===== src/rtl/serial_prog_loader_pkg.sv =====
// Shared encodings and defaults for the serial boot loader and its UART receiver.
package serial_prog_loader_pkg;

  localparam int DEF_BIT_CNT   = 100;
  localparam int DEF_MAX_BYTES = 32768;
  localparam int HDR_BYTES     = 4;

  typedef enum logic [1:0] {
    RX_IDLE,
    RX_START,
    RX_DATA,
    RX_STOP
  } rx_state_t;

  typedef enum logic [1:0] {
    LD_HDR,
    LD_LOAD,
    LD_FLUSH,
    LD_DONE
  } ld_state_t;

  function automatic logic [31:0] lane_insert(input logic [31:0] word,
                                              input logic [1:0]  lane,
                                              input logic [7:0]  b);
    logic [31:0] w;
    w = word;
    case (lane)
      2'd0:    w[7:0]   = b;
      2'd1:    w[15:8]  = b;
      2'd2:    w[23:16] = b;
      default: w[31:24] = b;
    endcase
    return w;
  endfunction

endpackage


===== src/rtl/serial_prog_loader_if.sv =====
// Serial input and memory-init write port of the boot loader.
interface serial_prog_loader_if;
  logic        w_rxd;
  logic [31:0] r_addr;
  logic [31:0] r_data;
  logic        r_we;
  logic        r_done;
  logic        r_err;

  modport master (
    input  w_rxd,
    output r_addr, r_data, r_we, r_done, r_err
  );

  modport slave (
    output w_rxd,
    input  r_addr, r_data, r_we, r_done, r_err
  );
endinterface


===== src/rtl/serial_prog_loader_uart_rx_byte.sv =====
// 8N1 UART receiver: one-cycle byte valid and one-cycle framing-error pulse.
//   state    | meaning
//   RX_IDLE  | line idle, waiting for a low sample
//   RX_START | half-bit wait, confirm start bit (high = glitch)
//   RX_DATA  | sample 8 data bits LSB first, one per bit period
//   RX_STOP  | sample stop bit; on a bad stop, hold until the line is high
module uart_rx_byte
  import serial_prog_loader_pkg::*;
#(
  parameter int BIT_CNT = DEF_BIT_CNT
) (
  input  logic       w_clk,
  input  logic       w_rst,
  input  logic       w_rxd,
  output logic [7:0] rx_byte,
  output logic       rx_valid,
  output logic       rx_ferr
);

  localparam int CW = $clog2(BIT_CNT);
  localparam logic [CW-1:0] FULL = CW'(BIT_CNT - 1);
  localparam logic [CW-1:0] HALF = CW'(BIT_CNT / 2 - 1);

  rx_state_t     state, state_n;
  logic [CW-1:0] cnt, cnt_n;
  logic [2:0]    idx, idx_n;
  logic [7:0]    shreg, shreg_n;
  logic          valid_q, valid_n;
  logic          ferr_q, ferr_n;
  logic          stop_fail, stop_fail_n;
  logic          tc;

  assign tc = (cnt == '0);

  always_ff @(posedge w_clk or posedge w_rst) begin
    if (w_rst) begin
      state     <= RX_IDLE;
      cnt       <= '0;
      idx       <= '0;
      shreg     <= '0;
      valid_q   <= 1'b0;
      ferr_q    <= 1'b0;
      stop_fail <= 1'b0;
    end else begin
      state     <= state_n;
      cnt       <= cnt_n;
      idx       <= idx_n;
      shreg     <= shreg_n;
      valid_q   <= valid_n;
      ferr_q    <= ferr_n;
      stop_fail <= stop_fail_n;
    end
  end

  always_comb begin
    state_n     = state;
    cnt_n       = cnt;
    idx_n       = idx;
    shreg_n     = shreg;
    valid_n     = 1'b0;
    ferr_n      = 1'b0;
    stop_fail_n = stop_fail;
    case (state)
      RX_IDLE: begin
        if (!w_rxd) begin
          state_n = RX_START;
          cnt_n   = HALF;
          idx_n   = '0;
        end
      end
      RX_START: begin
        if (!tc) begin
          cnt_n = cnt - CW'(1);
        end else if (!w_rxd) begin
          state_n = RX_DATA;
          cnt_n   = FULL;
        end else begin
          state_n = RX_IDLE;
        end
      end
      RX_DATA: begin
        if (!tc) begin
          cnt_n = cnt - CW'(1);
        end else begin
          shreg_n = {w_rxd, shreg[7:1]};
          cnt_n   = FULL;
          if (idx == 3'd7) state_n = RX_STOP;
          else             idx_n   = idx + 3'd1;
        end
      end
      RX_STOP: begin
        if (!tc) begin
          cnt_n = cnt - CW'(1);
        end else if (w_rxd) begin
          state_n     = RX_IDLE;
          valid_n     = !stop_fail;
          stop_fail_n = 1'b0;
        end else if (!stop_fail) begin
          // report once, then park here until the line returns high
          ferr_n      = 1'b1;
          stop_fail_n = 1'b1;
        end
      end
      default: state_n = RX_IDLE;
    endcase
  end

  assign rx_byte  = shreg;
  assign rx_valid = valid_q;
  assign rx_ferr  = ferr_q;

endmodule


===== src/rtl/serial_prog_loader.sv =====
// Serial boot loader: length-prefixed byte stream packed into little-endian word writes.
//   state    | meaning
//   LD_HDR   | collecting the 4-byte little-endian length
//   LD_LOAD  | packing payload bytes into words, strobing each full word
//   LD_FLUSH | strobe cycle of the final partial word
//   LD_DONE  | image written; done is sticky, further bytes ignored
module serial_prog_loader
  import serial_prog_loader_pkg::*;
#(
  parameter int BIT_CNT   = DEF_BIT_CNT,
  parameter int MAX_BYTES = DEF_MAX_BYTES
) (
  input  logic                  w_clk,
  input  logic                  w_rst,
  serial_prog_loader_if.master  bus
);

  localparam logic [31:0] MAX_LEN = 32'(MAX_BYTES);

  logic [7:0] rx_byte;
  logic       rx_valid;
  logic       rx_ferr;

  uart_rx_byte #(
    .BIT_CNT (BIT_CNT)
  ) u_rx (
    .w_clk    (w_clk),
    .w_rst    (w_rst),
    .w_rxd    (bus.w_rxd),
    .rx_byte  (rx_byte),
    .rx_valid (rx_valid),
    .rx_ferr  (rx_ferr)
  );

  ld_state_t   state, state_n;
  logic [1:0]  hdr_idx, hdr_idx_n;
  logic [31:0] hdr_buf, hdr_buf_n;
  logic [31:0] len, len_n;
  logic [31:0] byte_cnt, byte_cnt_n;
  logic [31:0] word_buf, word_buf_n;
  logic [31:0] wr_addr, wr_addr_n;
  logic [31:0] addr_q, addr_n;
  logic [31:0] data_q, data_n;
  logic        we_q, we_n;
  logic        done_q, done_n;
  logic        err_q, err_n;

  logic [31:0] hdr_full;
  logic [31:0] word_new;
  logic [31:0] cnt_inc;

  assign hdr_full = {rx_byte, hdr_buf[31:8]};
  assign word_new = lane_insert(word_buf, byte_cnt[1:0], rx_byte);
  assign cnt_inc  = byte_cnt + 32'd1;

  always_ff @(posedge w_clk or posedge w_rst) begin
    if (w_rst) begin
      state    <= LD_HDR;
      hdr_idx  <= '0;
      hdr_buf  <= '0;
      len      <= '0;
      byte_cnt <= '0;
      word_buf <= '0;
      wr_addr  <= '0;
      addr_q   <= '0;
      data_q   <= '0;
      we_q     <= 1'b0;
      done_q   <= 1'b0;
      err_q    <= 1'b0;
    end else begin
      state    <= state_n;
      hdr_idx  <= hdr_idx_n;
      hdr_buf  <= hdr_buf_n;
      len      <= len_n;
      byte_cnt <= byte_cnt_n;
      word_buf <= word_buf_n;
      wr_addr  <= wr_addr_n;
      addr_q   <= addr_n;
      data_q   <= data_n;
      we_q     <= we_n;
      done_q   <= done_n;
      err_q    <= err_n;
    end
  end

  always_comb begin
    state_n    = state;
    hdr_idx_n  = hdr_idx;
    hdr_buf_n  = hdr_buf;
    len_n      = len;
    byte_cnt_n = byte_cnt;
    word_buf_n = word_buf;
    wr_addr_n  = wr_addr;
    addr_n     = addr_q;
    data_n     = data_q;
    we_n       = 1'b0;
    err_n      = err_q | rx_ferr;
    // done follows the final strobe by one cycle in both the full and partial case
    done_n     = done_q | (state == LD_FLUSH) | (state == LD_DONE);
    case (state)
      LD_HDR: begin
        if (rx_valid) begin
          hdr_buf_n = hdr_full;
          hdr_idx_n = hdr_idx + 2'd1;
          if (hdr_idx == 2'(HDR_BYTES - 1)) begin
            byte_cnt_n = '0;
            if (hdr_full == '0) begin
              state_n = LD_DONE;
              done_n  = 1'b1;
            end else if (hdr_full > MAX_LEN) begin
              len_n   = MAX_LEN;
              err_n   = 1'b1;
              state_n = LD_LOAD;
            end else begin
              len_n   = hdr_full;
              state_n = LD_LOAD;
            end
          end
        end
      end
      LD_LOAD: begin
        if (rx_valid) begin
          byte_cnt_n = cnt_inc;
          if ((byte_cnt[1:0] == 2'd3) || (cnt_inc == len)) begin
            we_n       = 1'b1;
            data_n     = word_new;
            addr_n     = wr_addr;
            wr_addr_n  = wr_addr + 32'd4;
            word_buf_n = '0;
            if (cnt_inc == len) state_n = (len[1:0] == 2'd0) ? LD_DONE : LD_FLUSH;
          end else begin
            word_buf_n = word_new;
          end
        end
      end
      LD_FLUSH: state_n = LD_DONE;
      LD_DONE:  state_n = LD_DONE;
      default:  state_n = LD_HDR;
    endcase
  end

  assign bus.r_addr = addr_q;
  assign bus.r_data = data_q;
  assign bus.r_we   = we_q;
  assign bus.r_done = done_q;
  assign bus.r_err  = err_q;

endmodule


===== src/flat_wrapper.sv =====
// flat-port wrapper written by rule: the top's interface ports become plain ports
module serial_prog_loader_flat import serial_prog_loader_pkg::*;
#(
  parameter int BIT_CNT   = DEF_BIT_CNT,
  parameter int MAX_BYTES = DEF_MAX_BYTES
)
  (w_clk, w_rst, bus_w_rxd, bus_r_addr, bus_r_data, bus_r_we, bus_r_done, bus_r_err);
  serial_prog_loader_if bus_i ();
  input  logic w_clk;
  input  logic w_rst;
  input wire logic [$bits(bus_i.w_rxd)-1:0] bus_w_rxd;
  output wire logic [$bits(bus_i.r_addr)-1:0] bus_r_addr;
  output wire logic [$bits(bus_i.r_data)-1:0] bus_r_data;
  output wire logic [$bits(bus_i.r_we)-1:0] bus_r_we;
  output wire logic [$bits(bus_i.r_done)-1:0] bus_r_done;
  output wire logic [$bits(bus_i.r_err)-1:0] bus_r_err;
  assign bus_i.w_rxd = bus_w_rxd;
  assign bus_r_addr = bus_i.r_addr;
  assign bus_r_data = bus_i.r_data;
  assign bus_r_we = bus_i.r_we;
  assign bus_r_done = bus_i.r_done;
  assign bus_r_err = bus_i.r_err;
  serial_prog_loader #(.BIT_CNT(BIT_CNT), .MAX_BYTES(MAX_BYTES)) u_core (.w_clk(w_clk), .w_rst(w_rst), .bus(bus_i));
endmodule

===== config.mk =====
export PLATFORM = sky130hd
export DESIGN_NAME = serial_prog_loader_flat
export DESIGN_NICKNAME = d
export VERILOG_FILES = /design/src/rtl/serial_prog_loader_pkg.sv /design/src/rtl/serial_prog_loader_if.sv /design/src/rtl/serial_prog_loader_uart_rx_byte.sv /design/src/rtl/serial_prog_loader.sv /design/src/flat_wrapper.sv
export SDC_FILE = /design/constraint.sdc
export NUM_CORES = 1
export LEC_CHECK = 0
export ABC_AREA = 1
export CAP_MARGIN = 30
export CORE_MARGIN = 2
export CORE_UTILIZATION = 40
export CTS_BUF_LIST = sky130_fd_sc_hd__clkbuf_2 sky130_fd_sc_hd__clkbuf_4 sky130_fd_sc_hd__clkbuf_8
export DETAILED_ROUTE_END_ITERATION = 12
export RECOVER_POWER = 50
export SYNTH_ARGS = -nofsm -noshare
export SYNTH_HDL_FRONTEND = slang
export SYNTH_SLANG_ARGS = --single-unit
export TNS_END_PERCENT = 20

===== constraint.sdc =====
create_clock -name w_clk -period 12.25 [get_ports w_clk]
set_input_delay 3.0625 -clock w_clk [delete_from_list [all_inputs] [get_ports w_clk]]
set_output_delay 3.0625 -clock w_clk [all_outputs]
set_load 0.05 [all_outputs]

-- After elaboration in Yosys (flattened, before gate mapping)
Index checks and enable logic that the tools add are counted.
- word-level logic and storage cells: 134
- output and inout bits: 67
- flip-flop bits (word level): 254
- bits of input ports: 3
- reduce and logical (&&, ||, !) cells: 23
- bitwise gates (word level): 4
- mux-type cells: 56
- eq/ne operators: 26
- magnitude comparators: 1
- add/sub/neg operators: 5
- operator list (kind ; number):
    two-way mux 32 bit ; 5
    one-hot mux 32 bit (2 select lines) ; 1
    two-way mux 7 bit ; 5
    adder 32 x 1 -> 32 bit, second input constant ; 1
    adder 32 x 3 -> 32 bit, second input constant ; 1
    == test 32 bit ; 1
    > comparator 32 x 16 -> 1 bit, second input constant ; 1
    logical NOT 32 bit ; 1
    two-way mux 8 bit ; 4
    one-hot mux 7 bit (4 select lines) ; 1
    two-way mux 2 bit ; 13
    two-way mux 1 bit ; 21
    != test 2 bit, second input constant ; 10
    == test 2 bit, second input constant ; 7
    AND reduction 4 bit ; 3
    two-way mux 3 bit ; 3
    logical NOT 2 bit ; 4
    one-hot mux 2 bit (4 select lines) ; 1
    AND reduction 2 bit ; 4
    logical NOT 7 bit ; 1
    subtractor 7 x 1 -> 7 bit, second input constant ; 1
    == test 2 x 1 -> 1 bit, second input constant ; 3
    != test 2 x 1 -> 1 bit, second input constant ; 3
    one-hot mux 2 bit (3 select lines) ; 1
    other kinds (15) ; 19

-- Logic depth before layout (Yosys ltp)
- depth in word-level cells: 7
- depth in mapped cells: 21
- depth with buffers taken out: 18

-- Modules after synthesis
From an unflattened synthesis, not the netlist that was laid out.
- cells, all modules: 1675
- area, all modules: 12614.6 um^2
- by module, submodules not included (module ; cells each ; area each (um^2) ; seq. area each (um^2) ; times used):
    serial_prog_loader ; 1505 ; 11237.0 ; 5480.3 ; 1
    uart_rx_byte ; 170 ; 1377.6 ; 575.6 ; 1

-- Worst setup path before layout
Ideal clock, no wire load.
- path kind: in2reg
- start: input bus_w_rxd
- end: register u_core.u_rx.cnt[6]
- stages on the path: 5
- data required time: 12.168 ns
- buffers on the path: 0
- path slack: 8.430 ns
- arrival: 3.738 ns
- cells stage by stage: nand2_1 > nand3_1 > nor2_1 > nand2_1 > o22ai_1
- longest elaborated chain between the ends: 2
- elaborated cells between the ends (all ways): 3
- those cells by class: eq/ne (2); reduce/logical (1)
- ends and longest elaborated chain (element ; RTL line ; source):
    start, declared ; flat_wrapper.sv:11 ; input wire logic [$bits(bus_i.w_rxd)-1:0] bus_w_rxd;
    != test 3 bit (no source line) / != test 2 bit (equally long branches) ; - ;
    AND reduction 3 bit (no source line) * ; - ;
    end signal, assigned ; serial_prog_loader_uart_rx_byte.sv:46 ; cnt <= cnt_n;
    end, declared ; serial_prog_loader_uart_rx_byte.sv:25 ; logic [CW-1:0] cnt, cnt_n;
Every way passes the cells marked *; elsewhere a longest branch is shown, timed or not.
A chain may end at the register's enable or synchronous reset.

==> impl_table.tex <==
\begin{tabular}{lr}
\hline
Metric & Value \\
\hline
\multicolumn{2}{l}{\textbf{Global route}} \\
Met1 Track Usage GR & 26.5\% \\
Global-route wire length before repair & 50600 microns \\
Pin count of the biggest net entering global routing & 147 \\
Highest-utilization routing layer at the global route stage & met2 \\
Total global routing track utilization & 18.6\% \\
Global routing met3 resource utilization & 3.73\% \\
Met2 track utilization from global routing & 29.2\% \\
Vias in the first global route & 10100 \\
Grt total ovfl & 0 \\
Initial antenna violation count & 0 \\
\multicolumn{2}{l}{\textbf{Drt}} \\
Residual DRC & 0 \\
Total number of vias & 10200 \\
DRT Pass-1 Iters & 5 \\
Routed length per instance & 14.1 microns \\
Antenna-violating nets left & 0 \\
Total routed wirelength & 29300 microns \\
Via density per instance & 4.90 \\
Count of routing violations after the opening detailed-route iteration & 559 \\
\multicolumn{2}{l}{\textbf{Critical path}} \\
Critical Setup Path Class & primary input to async pin \\
Critical Path Sink Type & async pin \\
Crit-path max cell delay & 2.91 ns \\
Worst EP arrival & 7.73 ns \\
CP top delay family & buffers and inverters \\
Data required time of the worst path & 12.82 ns \\
Startpoint type of the worst setup path & primary input \\
Cells along the critical path & dlygate4sd3\_1 -> clkinvlp\_2 -> buf\_4 \\
Highest net fanout along the worst path & 116 \\
Bufs and invs on worst path & 3 \\
Slowest library cell on the worst path & clkinvlp\_2 \\
\multicolumn{2}{l}{\textbf{Synth}} \\
Primary FF master, synth & dfrtp\_1 \\
Main area contributors after synthesis & dfrtp\_1 49\%, nand2\_1 17\%, o21ai\_0 5.0\%, inv\_1 4.4\%, nand3\_1 4.2\% \\
Sequential-to-total area share from yosys stat & 48.9\% \\
Post-synthesis area per instance & 7.87 sq um \\
Number of unique standard cell types used by synthesis & 38 \\
Cells after Synth & 1572 \\
Total standard cell area after synthesis & 0.0124 sq mm \\
Share of async-settable or async-resettable flops after synthesis & 100\% \\
List of most frequent post-synthesis cells & 554 x nand2\_1, 242 x dfrtp\_1, 145 x inv\_1, 124 x o21ai\_0, 112 x nor2\_1 \\
Most frequent cell after synthesis & nand2\_1 \\
Number of synthesized flops with an enable pin & 0 \\
Synthesis-stage register bit count & 242 \\
Top-area cell type share of the netlist area & 48.9\% \\
Number of warning messages in the yosys log & 0 \\
Cell type with the largest total area after synthesis & dfrtp\_1 \\
\multicolumn{2}{l}{\textbf{Placement}} \\
Setup slack after placement & 7.03 ns \\
Number of buffer cells added on primary ports & 67 \\
RePlAce Congestion & 0.847 \\
Detailed placer's ending HPWL & 19500 microns \\
\multicolumn{2}{l}{\textbf{Min path}} \\
Path category of the worst min-delay check & flop to flop \\
\multicolumn{2}{l}{\textbf{STA}} \\
Final setup fails & 0 \\
Setup repair after global routing missed its margin & no \\
Count of pins over their slew limit & 317 \\
Measured slew at the worst slew-check pin & 5.26 ns \\
Final worst path period need & 7.16 ns \\
Total negative setup slack & 0 ns \\
Final Hold Vio Count & 0 \\
Fmax & 140 MHz \\
Final setup skew & 0.0230 ns \\
Worst rel slew slack & -253\% \\
Slack of the critical path & 5.09 ns \\
Final worst-path cycle share & 58.4\% \\
\multicolumn{2}{l}{\textbf{Clock tree}} \\
Clock transition time at the flip-flop clock pins of the worst setup and hold paths & 0.06 ns \\
Later-pin clock latency in the skew report & 0.56 ns \\
CTS H-tree lvls & 2 \\
Setup Fix Bufs, Post-CTS & 0 \\
Cell chosen for the clock root & clkbuf\_8 \\
Quantity of hold-fixing buffers added after cts & 0 \\
CTS max path bufs & 3 \\
Sinks on Clock Net & 242 \\
Number of CTS-inserted buffers & 44 \\
Total of cells resized after clock tree synthesis & 0 \\
CTS tree & done \\
\multicolumn{2}{l}{\textbf{Layout}} \\
Area Growth Syn to Fin & 15.0\% \\
\# nets final & 1659 \\
Proportion of layout cells with a drive suffix above 1 & 10.3\% \\
Antenna cells & 0 \\
Final core utilization & 46.6\% \\
Layout filler cell count & 3016 \\
\multicolumn{2}{l}{\textbf{Power and ir drop}} \\
Total power per unit cell area & 118 mW/mm\^{}2 \\
Proportion of power drawn by the clock network & 51.2\% \\
Switching Fraction & 21.9\% \\
Logic pwr share & 1.2\% \\
Reported net switching power & 368 uW \\
Internal power & 1310 uW \\
Leakage power & 0.00656 uW \\
VDD IR-drop max & 0.0939 mV \\
Sequential share of power & 47.6\% \\
\multicolumn{2}{l}{\textbf{Die}} \\
Initial core utilization & 40.6\% \\
Die width & 180 microns \\
Vertical die dimension & 180 microns \\
Top-level port count & 70 \\
Cell row count & 64 \\
Core region area & 0.0305 sq mm \\
Area of the die & 0.0324 sq mm \\
\multicolumn{2}{l}{\textbf{Job}} \\
Maxcap violations & 5 \\
\multicolumn{2}{l}{\textbf{Outcome}} \\
Failing checks & max-capacitance violations, max-slew violations \\
Run status & finished with violations \\
\hline
\end{tabular}
-- logic make-up after synthesis --
logic type	share of synthesized area, %
compound gates	10.7
xor+xnor	2.87
fa+ha+maj	1.31
buf+inv	7.17
flops	48.9
other cells	0.0303
simple gates	29.0
-- metal layers --
metal | vias up | share of wire, % | wire, microns
met5 | - | 0 | 0
li1 | 5167 | - | -
met4 | 0 | 1.5 | 445
met3 | 35 | 4.7 | 1390
met1 | 4763 | 50 | 14700
met2 | 200 | 44 | 12800
-- layout make-up --
type | instances | area (sq um) | share of cell area [%]
sequential | 242 | 6060 | 42.6
multi-input combinational | 1130 | 5360 | 37.6
clock buffer | 73 | 948 | 6.67
timing repair buffer | 76 | 739 | 5.20
inverter | 149 | 561 | 3.94
tap | 396 | 495 | 3.48
clock inverter | 7 | 72.6 | 0.510
-- stage by stage --
step           std cells  total power [uW]  hold slack (ns)  area [sq um]
2_1_floorplan       1573               830            0.423         12400
5_1_grt             2073              1740            0.494         14200
6_report            2073              1680            0.468         14200
4_1_cts             2072              1700            0.470         14400
3_3_place_gp        1990               837            0.433         13300
3_5_place_dp        1992               837            0.455         13400
-- power by group through the flow --
stage / Clock [uW] / Sequential (uW) / Combinational (uW)
2_1_floorplan: 0 / 816 / 14.1
5_1_grt: 920 / 800 / 23.5
3_3_place_gp: 0 / 815 / 21.8
3_5_place_dp: 0 / 815 / 21.7
4_1_cts: 882 / 801 / 21.6
6_report: 861 / 801 / 19.7
-- placed cells by master (no fill, tap or decap), types with 2 or more instances in the layout --
master / n
o21ai_0: 132
clkinv_1: 2
nand3_1: 106
o21ai_2: 44
dfrtp_1: 242
o21ai_1: 4
xor2_1: 37
clkbuf_8: 64
nand4_1: 8
clkinv_2: 3
or2_2: 31
nor3_1: 18
nor2_1: 117
a21oi_1: 9
ha_1: 13
a22oi_1: 4
nand2_1: 558
conb_1: 2
clkbuf_1: 5
clkdlybuf4s50_1: 65
o22ai_1: 18
inv_1: 143
clkbuf_4: 9
inv_2: 3
dlygate4sd3_1: 2
buf_4: 3
nor4_1: 12
nor2_2: 7
-- path summary, 6_finish.rpt --
kind | cells after the start | slack (ns) | start | end
min reg2reg | 2 | 0.47 | u_core.u_rx.rx_ferr$_DFF_PP0_ | u_core.bus.r_err$_DFF_PP0_
max in group w_clk | 17 | 5.57 | u_core.byte_cnt[0]$_DFFE_PP0P_ | u_core.bus.r_data[29]$_DFFE_PP0P_
min | 2 | 0.47 | u_core.u_rx.rx_ferr$_DFF_PP0_ | u_core.bus.r_err$_DFF_PP0_
max | 3 | 5.09 | w_rst | u_core.bus.r_data[20]$_DFFE_PP0P_
min in group asynchronous | 2 | 4.59 | w_rst | u_core.u_rx.cnt[2]$_DFFE_PP0P_
max reg2reg | 17 | 5.57 | u_core.byte_cnt[0]$_DFFE_PP0P_ | u_core.bus.r_data[29]$_DFFE_PP0P_
-- worst register-to-register path: stages, from the launching register on --
cell and delay (ns):
dfrtp_1 0.48, ha_1 0.63, nand2_1 0.16, nor2_1 0.31, nand2_1 0.18, nor2_1 0.51
nand3_1 0.21, nand3_1 0.13, nand2_1 0.06, nor2_1 0.09, nand2_1 0.06, nor2_1 0.15
nand3_1 0.29, nand2_1 0.87, nand2_1 1.47, buf_16 0.71, nand2_1 0.14, o21ai_2 0.06
-- sequential cells by signal, indices dropped and copies added, names as in the netlist, 2 cells and up, named ones only --
| register | cells |
|---|---|
| u_core.len | 32 |
| u_core.state | 2 |
| u_core.word_buf | 32 |
| u_core.bus.r_addr | 30 |
| u_core.u_rx.idx | 3 |
| u_core.byte_cnt | 32 |
| u_core.wr_addr | 30 |
| u_core.u_rx.rx_byte | 8 |
| u_core.bus.r_data | 32 |
| u_core.u_rx.cnt | 7 |
| u_core.hdr_buf | 24 |
| u_core.hdr_idx | 2 |
Power figures use the tool's default switching activity.
